===== config.mk =====
export PLATFORM = sky130hd
export DESIGN_NAME = sat_counter
export DESIGN_NICKNAME = d
export VERILOG_FILES = /design/src/rtl/count_checker_sat_counter.sv
export SDC_FILE = /design/constraint.sdc
export NUM_CORES = 1
export LEC_CHECK = 0
export CAP_MARGIN = 30
export CORE_AREA = 3 3 40 42
export DETAILED_ROUTE_END_ITERATION = 8
export DIE_AREA = 0 0 43 45
export PLACE_DENSITY = 0.62
export SETUP_SLACK_MARGIN = 0.5
export SLEW_MARGIN = 20
export SYNTH_ARGS = -nofsm -noshare
export SYNTH_HDL_FRONTEND = slang
export SYNTH_SLANG_ARGS = --single-unit

===== constraint.sdc =====
create_clock -name clock -period 1.6 [get_ports clock]
set_input_delay 0.16 -clock clock [delete_from_list [all_inputs] [get_ports clock]]
set_output_delay 0.16 -clock clock [all_outputs]
set_load 0.02 [all_outputs]

===== src/rtl/count_checker_sat_counter.sv =====
// Saturating up-counter with synchronous clear (clear beats increment).
// Latency: 1 cycle from inc/clr to count.
// Backpressure: none; holds at all-ones instead of wrapping.
//   clock, reset (sync, active-high), inc, clr in; count out.
module sat_counter #(
    parameter int W = 8
) (
    input  logic         clock,
    input  logic         reset,
    input  logic         inc,
    input  logic         clr,
    output logic [W-1:0] count
);
    always_ff @(posedge clock) begin
        if (reset) begin
            count <= '0;
        end else if (clr) begin
            count <= '0;
        end else if (inc && (count != {W{1'b1}})) begin
            count <= count + W'(1);
        end
    end
endmodule


==> results_dict.tcl <==
set metrics [dict create \
    outcome "finished clean" \
    antenna_found_initial 0 \
    power_mw 0.4022 \
    drc 0 \
    critPathTopFamily "simple AND/OR/NAND/NOR gates" \
    seq_area_frac_synth 0.3678 \
    startpoint_type "flip-flop" \
    internal_power_mw 0.3106 \
    die_height_um 45 \
    overflow 0 \
    peakVddDrop_uv 390.7 \
    fin_util 0.5521 \
    grt_start_max_net_pins 9 \
    fin_worst_hold_slack_ps 416.1 \
    wl_per_cell_um 12.99 \
    ys_types 21 \
    io_pins 12 \
    routed_wl_um 1104 \
    grt_pass1_wl_um 1883 \
    p_leak_nw 0.2856 \
    synthXorXnorAreaFrac 0 \
    critPathKind "reg2reg" \
    slowest_stage "or4_1" \
    yosys.area_share.simple 0.2902 \
    ys_ff_latch 8 \
    die_x_um 43 \
    via_count 462 \
    hold_buffers 0 \
    h-tree-depth 1 \
    crit_path_end_kind "flip-flop" \
    slowest_delay_ps 400 \
    clkLatencyLatePin_ps 250 \
    cts_sinks 8 \
    drv_slew 0 \
    max_cap_violations 0 \
    final_common_cell "buf_4" \
    fmax_mhz 798.3 \
    synthToLayoutAreaGrowth_pct 62.93 \
    slew_headroom 0.8273 \
    wl_met1_um 464 \
    n_antenna_cell 0 \
    port_buffers 11 \
    fin_tns_setup_ps 0 \
    power_density_nw_per_um2 566.9 \
    cts_root_buffer "clkbuf_4" \
    arrival_ps 1400 \
    layout_common_cells "buf_4, nand2_1, dfxtp_4, mux2i_1, buf_2" \
    hold_viol_final 0 \
    swShare 0.2276 \
    grt_pass1_vias 449 \
    syn_inst 47 \
    path_cells "ha_4, nand3_4, or4_1, and3_1" \
    setup_viol 0 \
    grt_setup_unrepaired "yes" \
    routed-wl-met3_um 55 \
    required_ps 1750 \
    synth_top_family_by_area "simple AND/OR/NAND/NOR gates" \
    dr_wl_met2_um 554 \
    grt_usage 0.1326 \
    cts_max_path_buffers 2 \
    start_util 0.3389 \
    dp_hpwl_um 726.3 \
    period_share 0.7830 \
    largest_reg_flops 8 \
    cts-buffers-inserted 3 \
    synthMuxAreaShare 0.09195 \
    ant_nets 0 \
    top_layer_used "met4" \
    placed_area_um2 613.1 \
    syn_area_per_cell_um2 9.264 \
    final_area_um2 709.4 \
    worst_pin_slew_ps 257.8 \
    place_congestion 0.7123 \
    drtIter0Drc 7 \
    synth_compound_area_frac 0.1954 \
    coreArea_um2 1285 \
    nets 76 \
    clock_power_share 0.415 \
    pwr-share-comb 0.097 \
    netlist.area_leader.share 0.3678 \
    switching_power_mw 0.09155 \
    firstDrtPassIters 4 \
    cts_tree "yes" \
    yosys_warnings 0 \
    period_minus_slack_ps 1253 \
    largestRegisters "count: 8 flops" \
    netlist_area_um2 435.4 \
    rows 13 \
    synth.top_cells.by_area "dfxtp_1, mux2i_1, a2111oi_4" \
    dieArea_um2 1935 \
    synth_fp_nets 52 \
    clk_pin_slew_worst_paths_ps 60 \
    final_layout_size_suffix_gt1_frac 0.5571 \
    via_per_inst 5.435 \
    synthAdderAreaFrac 0.02874 \
    regMostFlops "count" \
    seq_power_share 0.488 \
    yosysTopAreaCell "dfxtp_1" \
    skew_ps 1.917 \
    crit_fanout 4 \
    hold_path_class "in2reg" \
    path_buf_inv 0 \
]
[path summary, 6_finish.rpt]
check / from / to / slack (ps) / cells after the start
max: count[1] / count[6] / 350 / 4
min: inc / count[6] / 420 / 4
max reg2reg: count[1] / count[6] / 350 / 4
min reg2reg: count[4] / count[4] / 510 / 2
[layer usage]
metal / vias to the layer above / global-route usage
met5: - / 0
met4: 0 / 0.05422
met3: 6 / 0.05976
met2: 13 / 0.2305
met1: 216 / 0.1404
li1: 227 / -
[power groups by stage]
| stage | Sequential (mW) | Combinational [mW] | Clock (mW) |
|---|---|---|---|
| 6_report | 0.196 | 0.0389 | 0.167 |
| 5_1_grt | 0.197 | 0.0434 | 0.187 |
| 3_5_place_dp | 0.206 | 0.0362 | 0 |
| 2_1_floorplan | 0.208 | 0.0102 | 0 |
| 3_3_place_gp | 0.206 | 0.0365 | 0 |
| 4_1_cts | 0.201 | 0.0390 | 0.174 |
[cells in the mapped netlist]
master     n
dfxtp_1    8
nand2_1    6
a21oi_1    4
mux2i_1    4
and3_1     3
or3_1      3
a21boi_1   2
and4_1     2
nand3_1    2
nand4_1    2
a2111oi_4  1
a21boi_2   1
a31oi_1    1
and3b_1    1
buf_4      1
ha_1       1
inv_1      1
nor2_1     1
nor4_1     1
o21ai_0    1
or4_1      1
[final cells by class]
type / instances / area (um2)
Inverter: 1 / 3.754
Multi-Input combinational cell: 37 / 332.8
Sequential cell: 8 / 182.7
Tap cell: 15 / 18.77
Timing Repair Buffer: 20 / 145.1
Clock buffer: 4 / 26.28
Fill cell: 123 / 575.6
[worst register-to-register path, cell delays in order, from the launching register on]
cell and delay [ps]:
dfxtp_4 360, ha_4 160, nand3_4 80, or4_1 400, and3_1 150
[through the flow]
step | setup slack [ps] | cells
floorplan | 331.2 | 47
global placement | 103.9 | 75
detailed placement | 89.38 | 75
CTS | 332.6 | 82
global route | 287.6 | 85
finish | 347.3 | 85
[cell families (layout without fill, tap and decap cells)]
family,after synthesis,in the layout
AOI/OAI and AO/OA,10,10
adders and majority gates,1,1
buffers and inverters,2,25
DFF,8,8
muxes,4,4
and+or+nand+nor,22,22
[timing repair]
| action | CTS | global route |
|---|---|---|
| pin swaps | 3 | 6 |
| setup buffers | 3 | 3 |
| gates resized for setup | 24 | 20 |
| setup endpoints to repair | 16 | 14 |
Power figures use the tool's default switching activity.
